<file path="config.mk">
export PLATFORM = sky130hd
export DESIGN_NAME = vfd_grid_sequencer
export DESIGN_NICKNAME = d
export VERILOG_FILES = /design/src/rtl/vfd_pkg.sv /design/src/rtl/vfd_period_timer.sv /design/src/rtl/vfd_grid_sequencer.sv
export SDC_FILE = /design/constraint.sdc
export NUM_CORES = 1
export LEC_CHECK = 0
export ABC_AREA = 1
export BUFFER_PORTS_ARGS = -buffer_cell sky130_fd_sc_hd__buf_4
export CAP_MARGIN = 20
export CORE_ASPECT_RATIO = 1.2
export CORE_MARGIN = 3
export CORE_UTILIZATION = 55
export DETAILED_ROUTE_END_ITERATION = 8
export HOLD_SLACK_MARGIN = 0.02
export PLACE_DENSITY = 0.73
export RECOVER_POWER = 50
export SETUP_SLACK_MARGIN = 0.02
export SLEW_MARGIN = 20
export SYNTH_ARGS = -nofsm -noshare
export SYNTH_HDL_FRONTEND = slang
export SYNTH_SLANG_ARGS = --single-unit
</file>
<file path="constraint.sdc">
create_clock -name CLK -period 2.5 [get_ports CLK]
set_clock_uncertainty 0.15 [all_clocks]
set_input_delay 0.75 -clock CLK [delete_from_list [all_inputs] [get_ports CLK]]
set_output_delay 0.75 -clock CLK [all_outputs]
set_load 0.1 [all_outputs]
</file>
<file path="src/rtl/vfd_pkg.sv">
// Shared constants and FSM encoding for the MN15439A grid refresh path.
package vfd_pkg;

  localparam int GRID_COUNT_MN15439A = 52;
  localparam int BITS_PER_GRID       = 288;
  localparam int GRID_PERIOD_12M     = 3840;
  localparam int GN_W                = 6;
  localparam int PERIOD_CNT_W        = 12;
  localparam int SKIP_W              = 8;

  typedef enum logic [2:0] {
    ST_IDLE  = 3'd0,
    ST_BLANK = 3'd1,
    ST_LATCH = 3'd2,
    ST_TAIL  = 3'd3,
    ST_SHIFT = 3'd4,
    ST_WAIT  = 3'd5
  } grid_seq_state_t;

endpackage

</file>
<file path="src/rtl/vfd_period_timer.sv">
// Grid period counter: runs 0..GRID_PERIOD-1 while enabled, parked at 0 otherwise.
module vfd_period_timer
  import vfd_pkg::*;
#(
  parameter int GRID_PERIOD = GRID_PERIOD_12M,
  parameter int CNT_W       = PERIOD_CNT_W
) (
  input  logic             CLK,
  input  logic             RST,
  input  logic             run,
  output logic             tick,
  output logic [CNT_W-1:0] cnt
);

  localparam logic [CNT_W-1:0] LAST = CNT_W'(GRID_PERIOD - 1);

  assign tick = (cnt == LAST);

  always_ff @(posedge CLK) begin
    if (RST || !run) begin
      cnt <= '0;
    end else if (tick) begin
      cnt <= '0;
    end else begin
      cnt <= cnt + 1'b1;
    end
  end

endmodule

</file>
<file path="src/rtl/vfd_grid_sequencer.sv">
// Per-grid refresh sequencer: BLK/LAT pulses, grid number and the SCE shift window,
// with whole periods skipped while the host is writing GRAM.
module vfd_grid_sequencer
  import vfd_pkg::*;
#(
  parameter int GRID_COUNT    = GRID_COUNT_MN15439A,
  parameter int GRID_PERIOD   = GRID_PERIOD_12M,
  parameter int LAT_WIDTH     = 5,
  parameter int BLK_TAIL      = 1,
  parameter int BITS_PER_GRID = vfd_pkg::BITS_PER_GRID
) (
  input  logic              CLK,
  input  logic              RST,
  input  logic              EN,
  input  logic              HOST_BUSY,
  output logic [GN_W-1:0]   GN,
  output logic              BLK,
  output logic              LAT,
  output logic              SCE,
  output logic              FRAME_SYNC,
  output logic [SKIP_W-1:0] SKIP_CNT
);

  if (GRID_PERIOD < 1 + LAT_WIDTH + BLK_TAIL + BITS_PER_GRID + 1) begin : g_period_check
    $error("vfd_grid_sequencer: GRID_PERIOD too short for one grid transfer");
  end
  if (LAT_WIDTH < 1 || BLK_TAIL < 1) begin : g_width_check
    $error("vfd_grid_sequencer: LAT_WIDTH and BLK_TAIL must be at least 1");
  end

  // Phase boundaries are positions of the period counter, which is 0 on entry to BLANK.
  localparam logic [PERIOD_CNT_W-1:0] LATCH_END = PERIOD_CNT_W'(LAT_WIDTH);
  localparam logic [PERIOD_CNT_W-1:0] TAIL_END  = PERIOD_CNT_W'(LAT_WIDTH + BLK_TAIL);
  localparam logic [PERIOD_CNT_W-1:0] SHIFT_END = PERIOD_CNT_W'(LAT_WIDTH + BLK_TAIL + BITS_PER_GRID);

  grid_seq_state_t          state;
  grid_seq_state_t          next_state;
  logic [PERIOD_CNT_W-1:0]  cnt;
  logic                     tick;
  logic                     period_start;
  logic                     gn_advance;
  logic [GN_W-1:0]          gn_next;

  vfd_period_timer #(
    .GRID_PERIOD (GRID_PERIOD),
    .CNT_W       (PERIOD_CNT_W)
  ) u_timer (
    .CLK  (CLK),
    .RST  (RST),
    .run  (state != ST_IDLE),
    .tick (tick),
    .cnt  (cnt)
  );

  always_comb begin
    period_start = 1'b0;
    next_state   = state;
    case (state)
      ST_IDLE:  period_start = EN;
      ST_BLANK: next_state = ST_LATCH;
      ST_LATCH: if (cnt == LATCH_END) next_state = ST_TAIL;
      ST_TAIL:  if (cnt == TAIL_END) next_state = ST_SHIFT;
      ST_SHIFT: if (cnt == SHIFT_END) next_state = ST_WAIT;
      ST_WAIT: begin
        if (tick) begin
          if (EN) period_start = 1'b1;
          else    next_state   = ST_IDLE;
        end
      end
      default:  next_state = ST_IDLE;
    endcase
    // A busy host turns the whole period into a silent wait.
    if (period_start) next_state = HOST_BUSY ? ST_WAIT : ST_BLANK;
  end

  assign gn_advance = (state == ST_TAIL) && (next_state == ST_SHIFT);
  assign gn_next    = (GN == GN_W'(GRID_COUNT) || GN == '0) ? GN_W'(1) : GN + 1'b1;

  // Outputs are registered from next_state so they line up with the state they describe.
  always_ff @(posedge CLK) begin
    if (RST) begin
      state      <= ST_IDLE;
      GN         <= '0;
      BLK        <= 1'b0;
      LAT        <= 1'b0;
      SCE        <= 1'b0;
      FRAME_SYNC <= 1'b0;
      SKIP_CNT   <= '0;
    end else begin
      state      <= next_state;
      BLK        <= (next_state == ST_BLANK) || (next_state == ST_LATCH) || (next_state == ST_TAIL);
      LAT        <= (next_state == ST_LATCH);
      SCE        <= (next_state == ST_SHIFT);
      FRAME_SYNC <= gn_advance && (gn_next == GN_W'(1));
      if (gn_advance) GN <= gn_next;
      if (period_start && HOST_BUSY && SKIP_CNT != '1) SKIP_CNT <= SKIP_CNT + 1'b1;
    end
  end

endmodule

</file>
# After elaboration in Yosys (flattened, before gate mapping)
# Cells that the tools add are included.
[totals] wordCells=52 mem_bits_rw=0 in_bits=4 n_memories=0 out_inout_bits=18 latch_bits=0 reg_bits=33 romBits=0
[classes] magnitude_cmp=0 add_sub_neg=3 multipliers=0 mux=12 bitwise=0 n_eq_ne=16 div=0 reduce_logical=13 n_shift=0
[ops] cell="equality test 12 x 3 -> 1 bit, second input constant" count=2
[ops] cell="two-way mux 3 bit" count=7
[ops] cell="case mux 3 bit (6 select lines)" count=1
[ops] cell="adder 12 x 1 -> 12 bit, second input constant" count=1
[ops] cell="equality test 12 bit, second input constant" count=1
[ops] cell="equality test 12 x 9 -> 1 bit, second input constant" count=1
[ops] cell="equality test 3 x 2 -> 1 bit, second input constant" count=4
[ops] cell="equality test 3 bit, second input constant" count=3
[ops] cell="adder 8 x 1 -> 8 bit, second input constant" count=1
[ops] cell="inequality test 8 bit, second input constant" count=1
[ops] cell="adder 6 x 1 -> 6 bit, second input constant" count=1
[ops] cell="equality test 3 x 1 -> 1 bit, second input constant" count=2
[ops] cell="equality test 6 x 1 -> 1 bit, second input constant" count=1
[ops] cell="equality test 6 bit, second input constant" count=1
[ops] cell="zero test 6 bit" count=1
[ops] cell="two-way mux 6 bit" count=1
[ops] cell="logical AND 1 bit" count=4
[ops] cell="logical OR 1 bit" count=4
[ops] cell="zero test 3 bit" count=1
[ops] cell="nonzero test 3 bit" count=1
[ops] cell="two-way mux 1 bit" count=2
[ops] cell="case mux 1 bit (2 select lines)" count=1
[ops] cell="OR reduction 2 bit" count=1
[ops] cell="zero test 1 bit" count=1

# Logic depth before layout (Yosys ltp)
# Gate-level depths: netlist (run 1).
[logic_depth] ltp_word=7 mapped_depth=11

# Cells and area by module
# A second synthesis (run 1) with hierarchy kept.
[unflattened] cells_unflattened=288 area_unflattened_um2=1954.4
[modules_own_cells] module="vfd_grid_sequencer" seq_area_each_um2=420.4 cells_each=208 n_inst=1 area_each_um2=1338.8
[modules_own_cells] module="vfd_period_timer" seq_area_each_um2=240.2 cells_each=80 n_inst=1 area_each_um2=615.6

# Worst setup path before layout (run 1)
# OpenSTA, ideal clock, no wires.
[synth_path] path_type="reg2reg" startpoint="register SKIP_CNT[0]" endpoint="register SKIP_CNT[0]" setup_time_ns=0.128 path_slack_ns=0.068 t_required_ns=2.222 arrival_time_ns=2.155 stages_incl_launch_ff=8 period_less_slack_ns=2.432 path_cell_list="dfxtp_1 > ha_1 > nand2_1 > inv_1 > nand3_1 > nand3_4 > xor2_1 > nor2_1"
[synth_via] elab_chain_cells=2 elab_cells_between_ends=3
[synth_rtl] item="start, declared" line_no="vfd_grid_sequencer.sv:21" rtl="output logic [SKIP_W-1:0] SKIP_CNT"
[synth_rtl] item="start signal, assigned" line_no="vfd_grid_sequencer.sv:96" rtl="if (period_start && HOST_BUSY && SKIP_CNT != '1) SKIP_CNT <= SKIP_CNT + 1'b1;"
[synth_rtl] item="parallel branches: the longest is 2 deep, another holds adder 8 x 1 -> 8 bit"
# Several ways; the timed one is not identified.
# A chain may end at the register's enable or synchronous reset.

# Final worst setup path (run 1)
[layout_path] startpoint="register u_timer.cnt[0]" endpoint="register SKIP_CNT[6]"
[layout_via] elab_chain_cells=5
[layout_rtl] item="start, declared" line_no="vfd_period_timer.sv:12" rtl="output logic [CNT_W-1:0] cnt"
[layout_rtl] item="start signal, assigned" line_no="vfd_period_timer.sv:25" rtl="cnt <= cnt + 1'b1;"
[layout_rtl] item="equality test 12 bit" line_no="vfd_period_timer.sv:17" rtl="assign tick = (cnt == LAST);"
[layout_rtl] item="two-way mux 1 bit" line_no="vfd_grid_sequencer.sv:65" rtl="if (tick) begin"
[layout_rtl] item="case mux 1 bit (2 select lines)" line_no="vfd_grid_sequencer.sv:58" rtl="case (state)"
[layout_rtl] item="logical AND 1 bit (2 in series)" line_no="vfd_grid_sequencer.sv:96"
# No other way between the ends.

==> results of run 1 <==
logic make-up after synthesis:
logic type	after synthesis
adder cells (fa/ha/maj)	6
buffers and inverters	30
flip-flops	33
XOR/XNOR	14
AND/OR/NAND/NOR	133
AO/OA/AOI/OAI	23
per-stage QoR:
stage	util (%)	instance area (um^2)
finish	68.13	1987
global route	68.13	1987
CTS	69.37	2023
detailed placement	66.97	1953
global placement	66.97	1953
floorplan	-	1759
placed cells by master, fill, tap and decap left out, types with 2 or more instances in the layout:
master     n
clkbuf_4   5
nor3_1     8
dfxtp_1   33
inv_1     25
buf_4     20
a21oi_1   13
nand4_1   14
nand2_1   47
o21ai_0    6
nor2_1    37
xor2_1     8
xnor2_1    6
nand3_1   16
nand3_4    2
ha_1       6
nor2_2     2
nor3b_1    2
clkbuf_8   2
sequential cells by signal, indices dropped and copies added, names as in the netlist:
register,cells
GN,6
state,3
SCE,1
FRAME_SYNC,1
SKIP_CNT,8
u_timer.cnt,12
BLK,1
LAT,1
final cells by class:
type | count | area (um^2)
tap | 34 | 42.54
timing repair buffer | 22 | 158.9
fill | 274 | 929.6
clock buffer | 7 | 65.06
inverter | 27 | 106.4
multi-input combinational | 176 | 948.4
sequential | 33 | 660.6
clock inverter | 1 | 5.005
power by group through the flow:
stage,combinational [mW],sequential [mW],clock [mW]
floorplan,0.296,0.774,0
global placement,0.543,0.630,0
detailed placement,0.549,0.631,0
CTS,0.552,0.619,0.356
global route,0.564,0.627,0.379
finish,0.503,0.619,0.342
worst paths after layout:
check / startpoint / end / slack [ns]
worst max-delay path: u_timer.cnt[0] / SKIP_CNT[6] / 0.43
worst min-delay path: u_timer.cnt[0] / u_timer.cnt[0] / 0.34
worst max register to register: u_timer.cnt[0] / SKIP_CNT[6] / 0.43
worst min register to register: u_timer.cnt[0] / u_timer.cnt[0] / 0.34
per-layer routing:
layer	GRT usage (%)	up-vias	part of all wire (%)
li1	-	830	-
met1	22.84	716	45
met2	33.33	31	48
met3	5.094	6	5.2
met4	7.246	0	1.5
met5	0	-	0
worst max-delay path, delay by kind of cell, from the launching register on:
kind / cells / cell delay, ns
compound gates: 1 / 0.17
fa+ha+maj: 1 / 0.19
flops: 1 / 0.41
simple gates: 7 / 0.95
buf+inv: 1 / 0.11
==> results_dict.tcl, run 1 <==
set metrics [dict create \
    outcome "complete, no violations" \
    period_share_pct 83.00 \
    clk_latency_ns 0.34 \
    yosys_warnings 0 \
    worst_slew_pin_slew_ns 0.5386 \
    yosys-top-cells-area "dfxtp_1 (38%), nand2_1 (9.6%), nor2_1 (7.5%), inv_1 (5.3%), nand4_1 (5.0%)" \
    postSynthAreaPerCell_um2 7.361 \
    wl_per_cell_um 11.40 \
    synth_compound_area_share_pct 7.326 \
    cts_resized 0 \
    cts_buffers 5 \
    coreArea_um2 2917 \
    vias 1583 \
    synth_xor_area_share_pct 6.970 \
    r2r_cells 10 \
    post_cts_buffers 0 \
    cts_hold_buf 0 \
    grt-ovfl-total 0 \
    async_flop_share_pct 0 \
    hold_viol 0 \
    drtIter0Drc 56 \
    fin_setup_tns_ns 0 \
    synth-main-ff-cell "dfxtp_1" \
    grt_pass1_vias 1434 \
    synth_top_family_by_area "simple AND/OR/NAND/NOR gates" \
    hold_slack_ns 0.3405 \
    cp_max_fo 9 \
    synthMuxAreaShare_pct 0 \
    synth_most_common_cell "nand2_1" \
    synth-edff-count 0 \
    die_area_um2 3916 \
    instances_no_fill 300 \
    synth_top_area_cell "dfxtp_1" \
    vdd_drop_max_v 0.0005177 \
    clockBufferDepth 2 \
    drv_slew 0 \
    place_ws_ns 0.5054 \
    synth_seq_cells 33 \
    rows 21 \
    worst_ep_required_time_ns 2.60 \
    drc_errors 0 \
    synth_top_area_share_pct 37.55 \
    worst_slack_ns 0.4251 \
    swShare_pct 41.04 \
    clock-sinks 33 \
    hold_depth 1 \
    path_cells "ha_1 > nand2_1 > nor2_1 > nand3_4 > nand2_1 > nand2_1 > clkinv_4 > nand3_4 > o21ai_0 > nor2_1" \
    grt_use_total_pct 19.29 \
    setup_violations 0 \
    crit_path_end_kind "flip-flop" \
    pin_count 22 \
    slew_headroom_pct 64.25 \
    synth_nets 249 \
    yosysSeqAreaShare_pct 37.55 \
    final_layout_size_suffix_gt1_share_pct 14.29 \
    crit_top_cell "nand2_1" \
    power_frac_comb_pct 34.4 \
    synth_common_cells "nand2_1 (45), nor2_1 (35), dfxtp_1 (33)" \
    synthAdderAreaFrac_pct 4.267 \
    drt.antenna.violating_nets 0 \
    wl_um 3419 \
    path_class "reg2reg" \
    place_inst 292 \
    antenna_found_initial 0 \
    power_mw 1.463 \
    syn_inst 239 \
    viasPerCell 5.277 \
    max_freq_mhz 482.0 \
    fin_crit_ns 2.075 \
    grt_pass1_wl_um 5865 \
    cp_slowest_cell "dfxtp_1" \
    hold_class "reg2reg" \
    worst_setup_path_start_kind "flip-flop" \
    place.gp.congestion 0.8404 \
    p_leak_nw 0.8394 \
    cts_tree "done" \
    hpwlAfterDp_um 2610 \
    grt_max_degree 12 \
    syn_area_um2 1759 \
    initial_utilization_pct 60.32 \
    power_switching_mw 0.6006 \
    powerDensity_nw_per_um2 736.6 \
    clk_pin_slew_ns 0.11 \
    max_stage_delay_ns 0.41 \
    power_frac_seq_pct 42.3 \
    grt_setup_unrepaired "false" \
    htree_num_levels 2 \
    die_h_um 67.95 \
    ys_types 31 \
    num-nets-final 275 \
    cts-root-buf "clkbuf_4" \
    yosys.area_share.simple_pct 37.06 \
    io_buffers 21 \
    areaGrowthSynthToFinish_pct 12.94 \
    antennaDiodeCount 0 \
    arrival_ns 2.17 \
    maxCapViolCount 0 \
    p_int_mw 0.8629 \
    first_pass_iters 6 \
    p_clk_share_pct 23.4 \
    die_width_um 57.63 \
]
Power figures use the tool's default switching activity.
==> inputs of run 2 (changes only) <==
Clock period 2.5 ns to 2.1 ns, I/O delays scaled along.
==> run 2 against run 1 <==
  * Largest power group unchanged
  * Non-clock buffer count is 1 higher
  * Register-to-register slack worse by 0.18 ns
  * Critical path type is now reg2out
  * Critical path depth is 9 lower
  * Via count is 0.19% lower
  * Sequential cell count stayed put
  * Sequential share of layout area is 0.63 points higher
  * Clock power is 4% higher
  * Sequential power is 19% higher
  * First-iteration DRC count is 55% higher
  * Combinational power is 25% higher
  * Worst hold slack worse by 0.0045 ns
==> results_dict.tcl, run 2 (synthesis results as in run 1) <==
set metrics [dict create \
    antenna_found_initial 0 \
    top_register "u_timer.cnt" \
    drt.antenna.violating_nets 0 \
    fin_setup_tns_ns 0 \
    cts-root-buf "clkbuf_4" \
    slew_headroom_pct 63.91 \
    cp_slowest_cell "clkbuf_2" \
    crit_path_end_kind "primary output" \
    wl_per_cell_um 11.72 \
    drv_slew 0 \
    worst_setup_path_start_kind "flip-flop" \
    fin_crit_ns 1.948 \
    max_freq_mhz 513.4 \
    period_share_pct 92.76 \
    cts_buffers 5 \
    cp_max_fo 4 \
    die_area_um2 3916 \
    post_cts_buffers 0 \
    die_h_um 67.95 \
    max_stage_delay_ns 0.46 \
    maxCapViolCount 0 \
    grt_pass1_wl_um 6279 \
    clk_pin_slew_ns 0.10 \
    vias 1580 \
    grt_pass1_vias 1520 \
    hold_class "reg2reg" \
    largest_reg_flops 12 \
    fin_area_um2 1994 \
    clock-sinks 33 \
    cts_resized 0 \
    hpwlAfterDp_um 2723 \
    vdd_drop_max_v 0.0006205 \
    first_pass_iters 4 \
    wl_um 3515 \
    worst_slew_pin_slew_ns 0.5436 \
    initial_utilization_pct 60.32 \
    top_regs "u_timer.cnt (12), SKIP_CNT (8), GN (6)" \
    critPathTopFamily "buffers and inverters" \
    drc_errors 0 \
    hold_viol 0 \
    arrival_ns 1.17 \
    htree_num_levels 2 \
    powerDensity_nw_per_um2 864.1 \
    drtIter0Drc 87 \
    clk_latency_ns 0.33 \
    outcome "complete, no violations" \
    cts_tree "done" \
    num-nets-final 276 \
    antennaDiodeCount 0 \
    final_layout_size_suffix_gt1_share_pct 19.55 \
    grt_use_total_pct 20.61 \
    path_buf_inv 1 \
    coreArea_um2 2917 \
    mostFrequentLayoutCells "nand2_1 (45), nor2_1 (36), inv_1 (25)" \
    pin_count 22 \
    die_width_um 57.63 \
    placed_area_um2 1976 \
    grt-ovfl-total 0 \
    place.gp.congestion 0.8559 \
    io_buffers 21 \
    power_mw 1.723 \
    grt_setup_unrepaired "false" \
    path_cells "clkbuf_2" \
    rows 21 \
    path_class "reg2out" \
    viasPerCell 5.267 \
    p_leak_nw 0.8396 \
    cts_hold_buf 0 \
    setup_violations 0 \
    clockBufferDepth 2 \
    grt_max_degree 12 \
    final_common_cell "nand2_1" \
    areaGrowthSynthToFinish_pct 13.37 \
    worst_ep_required_time_ns 1.32 \
]
run 2: cell count changes in the layout (fill, tap and decap cells not counted):
| cell | delta |
|---|---|
| clkbuf_8 | -1 |
| nor2_1 | -1 |
| and2_1 | +1 |
| dfxtp_1 | -12 |
| clkbuf_2 | +9 |
| and2_0 | -1 |
| nor2_4 | +1 |
| nand2_1 | -2 |
| clkbuf_1 | +1 |
| clkinv_2 | -1 |
| buf_4 | -8 |
| nand2_4 | +2 |
| dfxtp_2 | +12 |
run 2: area by class of cell:
cell class	instances	area, um^2
clock buffers	7	55.05
repair buffers	23	143.9
fillers	285	922.1
inverters	27	106.4
flip-flops and latches	33	675.6
multi-input cells	176	970.9
well taps	34	42.54
run 2: metal layers:
layer | up-vias | global-route usage (%) | share of wire [%]
met1 | 712 | 24.05 | 45
met3 | 5 | 4.528 | 4.0
met2 | 29 | 36.44 | 49
li1 | 834 | - | -
met5 | - | 0 | 0
met4 | 0 | 8.406 | 1.5
run 2: per-stage QoR:
| step | util [%] | hold WS (ns) | worst slack, ns | cells |
|---|---|---|---|---|
| 3_5_place_dp | 67.74 | 0.3187 | 0.2916 | 293 |
| 3_3_place_gp | 67.74 | 0.3100 | 0.3545 | 293 |
| 2_1_floorplan | - | 0.2946 | 0.05579 | 239 |
| 6_report | 68.38 | 0.3360 | 0.1521 | 300 |
| 5_1_grt | 68.38 | 0.3702 | 0.03331 | 300 |
| 4_1_cts | 69.63 | 0.3416 | 0.2442 | 300 |
run 2: tightest hold or removal path, cell delays in order, from the launching register on:
cell and delay (ns):
dfxtp_2 0.35, nor2_1 0.04, nor2_1 0.06
run 2: worst paths after layout:
| path | slack (ns) | startpoint | depth (start not counted) | endpoint |
|---|---|---|---|---|
| max | 0.15 | SKIP_CNT[7] | 1 | SKIP_CNT[7] |
| min | 0.34 | SKIP_CNT[6] | 2 | SKIP_CNT[6] |
| max reg2reg | 0.25 | u_timer.cnt[0] | 7 | u_timer.cnt[2] |
| min reg2reg | 0.34 | SKIP_CNT[6] | 2 | SKIP_CNT[6] |
run 2: power by group:
group	internal, mW	leakage [nW]	switching, mW
clock network	0.158	0.0314	0.199
registers	0.685	0.273	0.0536
logic	0.161	0.535	0.467
==> inputs of run 3 (changes only) <==
Settings changed: CELL_PAD_IN_SITES_DETAIL_PLACEMENT from default to 0, CELL_PAD_IN_SITES_GLOBAL_PLACEMENT from default to 1, CORE_UTILIZATION 55 to 41, PLACE_DENSITY 0.73 to 0.75.
==> run 3 against run 2 <==
  * First-iteration DRC count is 1.1% lower
  * Cell count is 7.3% higher
  * Critical path depth stayed put
  * Largest power group unchanged
==> results_dict.tcl, run 3 (synthesis results as in run 1) <==
set metrics [dict create \
    grt_use_total_pct 15.56 \
    use_met1_pct 20.34 \
    drt.antenna.violating_nets 0 \
    vias 1550 \
    p_int_mw 1.236 \
    clock-sinks 33 \
    antennaDiodeCount 0 \
    hold_path_startpoint "SKIP_CNT[6]" \
    drc_errors 0 \
    largest_reg_flops 12 \
    placed_area_um2 2008 \
    outcome "complete, no violations" \
    worst_ep_required_time_ns 1.32 \
    cts-root-buf "clkbuf_8" \
    worst_setup_path_start_kind "flip-flop" \
    slew_headroom_pct 63.92 \
    fin_setup_tns_ns 0 \
    path_cells "clkbuf_2" \
    hold_viol 0 \
    hold_slack_ns 0.3289 \
    clockBufferDepth 2 \
    grt.met2_usage_pct 24.47 \
    setup_violations 0 \
    io_buffers 21 \
    multi_input_area_um2 973.4 \
    place.gp.congestion 0.7687 \
    initial_utilization_pct 43.60 \
    final_layout_size_suffix_gt1_share_pct 20.90 \
    use_met3_pct 3.907 \
    top_register "u_timer.cnt" \
    cp_max_fo 6 \
    place_inst 314 \
    die_width_um 65.80 \
    r2r_cells 10 \
    hpwlAfterDp_um 2741 \
    die_area_um2 5116 \
    instances_no_fill 322 \
    r2r-start "u_timer.cnt[0]" \
    max_freq_mhz 525.9 \
    grt_max_degree 12 \
    drv_slew 0 \
    pin_count 22 \
    areaGrowthSynthToFinish_pct 18.35 \
    htree_num_levels 2 \
    worst_slew_pin_slew_ns 0.5435 \
    drtIter0Drc 86 \
    worst_slack_ns 0.1984 \
    arrival_ns 1.12 \
    p_clk_share_pct 30.9 \
    powerDensity_nw_per_um2 954.6 \
    grt_pass1_vias 1441 \
    cts_hold_buf 0 \
    power_frac_seq_pct 37.1 \
    seqCellArea_um2 675.6 \
    rows 25 \
    post_cts_buffers 0 \
    busiest_layer "met2" \
    final_common_cell "nand2_1" \
    power_switching_mw 0.7511 \
    clk_latency_ns 0.28 \
    crit_path_end_kind "primary output" \
    grt_setup_unrepaired "false" \
    first_pass_iters 4 \
    wl_per_cell_um 11.11 \
    antenna_found_initial 0 \
    period_share_pct 90.55 \
    die_h_um 77.76 \
    hold_depth 2 \
    path_class "reg2out" \
    place_ws_ns 0.2970 \
    power_frac_comb_pct 32.0 \
    final_util_pct 51.60 \
    path_buf_inv 1 \
    hold_class "reg2reg" \
    p_leak_nw 0.8706 \
    swShare_pct 37.79 \
    maxCapViolCount 0 \
    r2r_end "SKIP_CNT[6]" \
    grt-ovfl-total 0 \
    fin_area_um2 2082 \
    reg2reg_setup_slack_ns 0.30 \
    cts_tree "done" \
    holdPathEnd "SKIP_CNT[6]" \
    critPathTopFamily "buffers and inverters" \
    max_stage_delay_ns 0.47 \
    top_regs "u_timer.cnt (12), SKIP_CNT (8), GN (6)" \
    fillers 416 \
    cts_resized 0 \
    mostFrequentLayoutCells "nand2_1 (45), nor2_1 (35), inv_1 (25)" \
    num-nets-final 277 \
    vdd_drop_max_v 0.0007334 \
    clk_pin_slew_ns 0.07 \
    cts_buffers 5 \
    grt_pass1_wl_um 6265 \
    coreArea_um2 4035 \
    cp_slowest_cell "clkbuf_2" \
    viasPerCell 4.814 \
    wl_um 3578 \
    fin_crit_ns 1.902 \
    power_mw 1.988 \
]
run 3: cell types whose count changed in the layout (fill, tap and decap cells not counted), sizes merged:
cell / before / now
buf: 12 / 9
bufinv: 0 / 1
clkbuf: 18 / 22
run 3: worst max-delay path by stage:
stage / cells past startpoint / startpoint / end / slack [ns]
finish: 1 / GN[2] / GN[2] / 0.20
CTS: 10 / u_timer.cnt[0] / SKIP_CNT[6] / 0.28
global placement: 10 / u_timer.cnt[0] / SKIP_CNT[6] / 0.34
floorplan: 8 / GN[5] / FRAME_SYNC / 0.06
detailed placement: 10 / u_timer.cnt[0] / SKIP_CNT[6] / 0.30
global route: 10 / u_timer.cnt[0] / BLK / 0.13
run 3: power by group through the flow:
stage / logic [mW] / clock network, mW / registers (mW)
after floorplan: 0.352 / 0 / 0.924
after global placement: 0.656 / 0 / 0.754
after detailed placement: 0.658 / 0 / 0.754
after CTS: 0.661 / 0.637 / 0.740
after global routing: 0.709 / 0.658 / 0.748
final: 0.636 / 0.614 / 0.738
run 3: area by class of cell:
class                      instances  area share (%)
multi-input combinational        176           46.75
clock buffer                       7           4.147
sequential                        33           32.45
inverter                          27           5.108
tap                               54           3.245
clock inverter                     1           1.442
timing repair buffer              24           6.851
run 3: tightest hold or removal path, cell delays in order (launching register included):
cell     delay (ns)
dfxtp_2        0.34
nor2_1         0.04
nor2_1         0.07
run 3: routing by layer:
| metal | part of all wire (%) | routed length [um] |
|---|---|---|
| met3 | 4.6 | 166 |
| met2 | 45 | 1623 |
| met4 | 1.4 | 50 |
| met1 | 49 | 1738 |
| met5 | 0 | 0 |
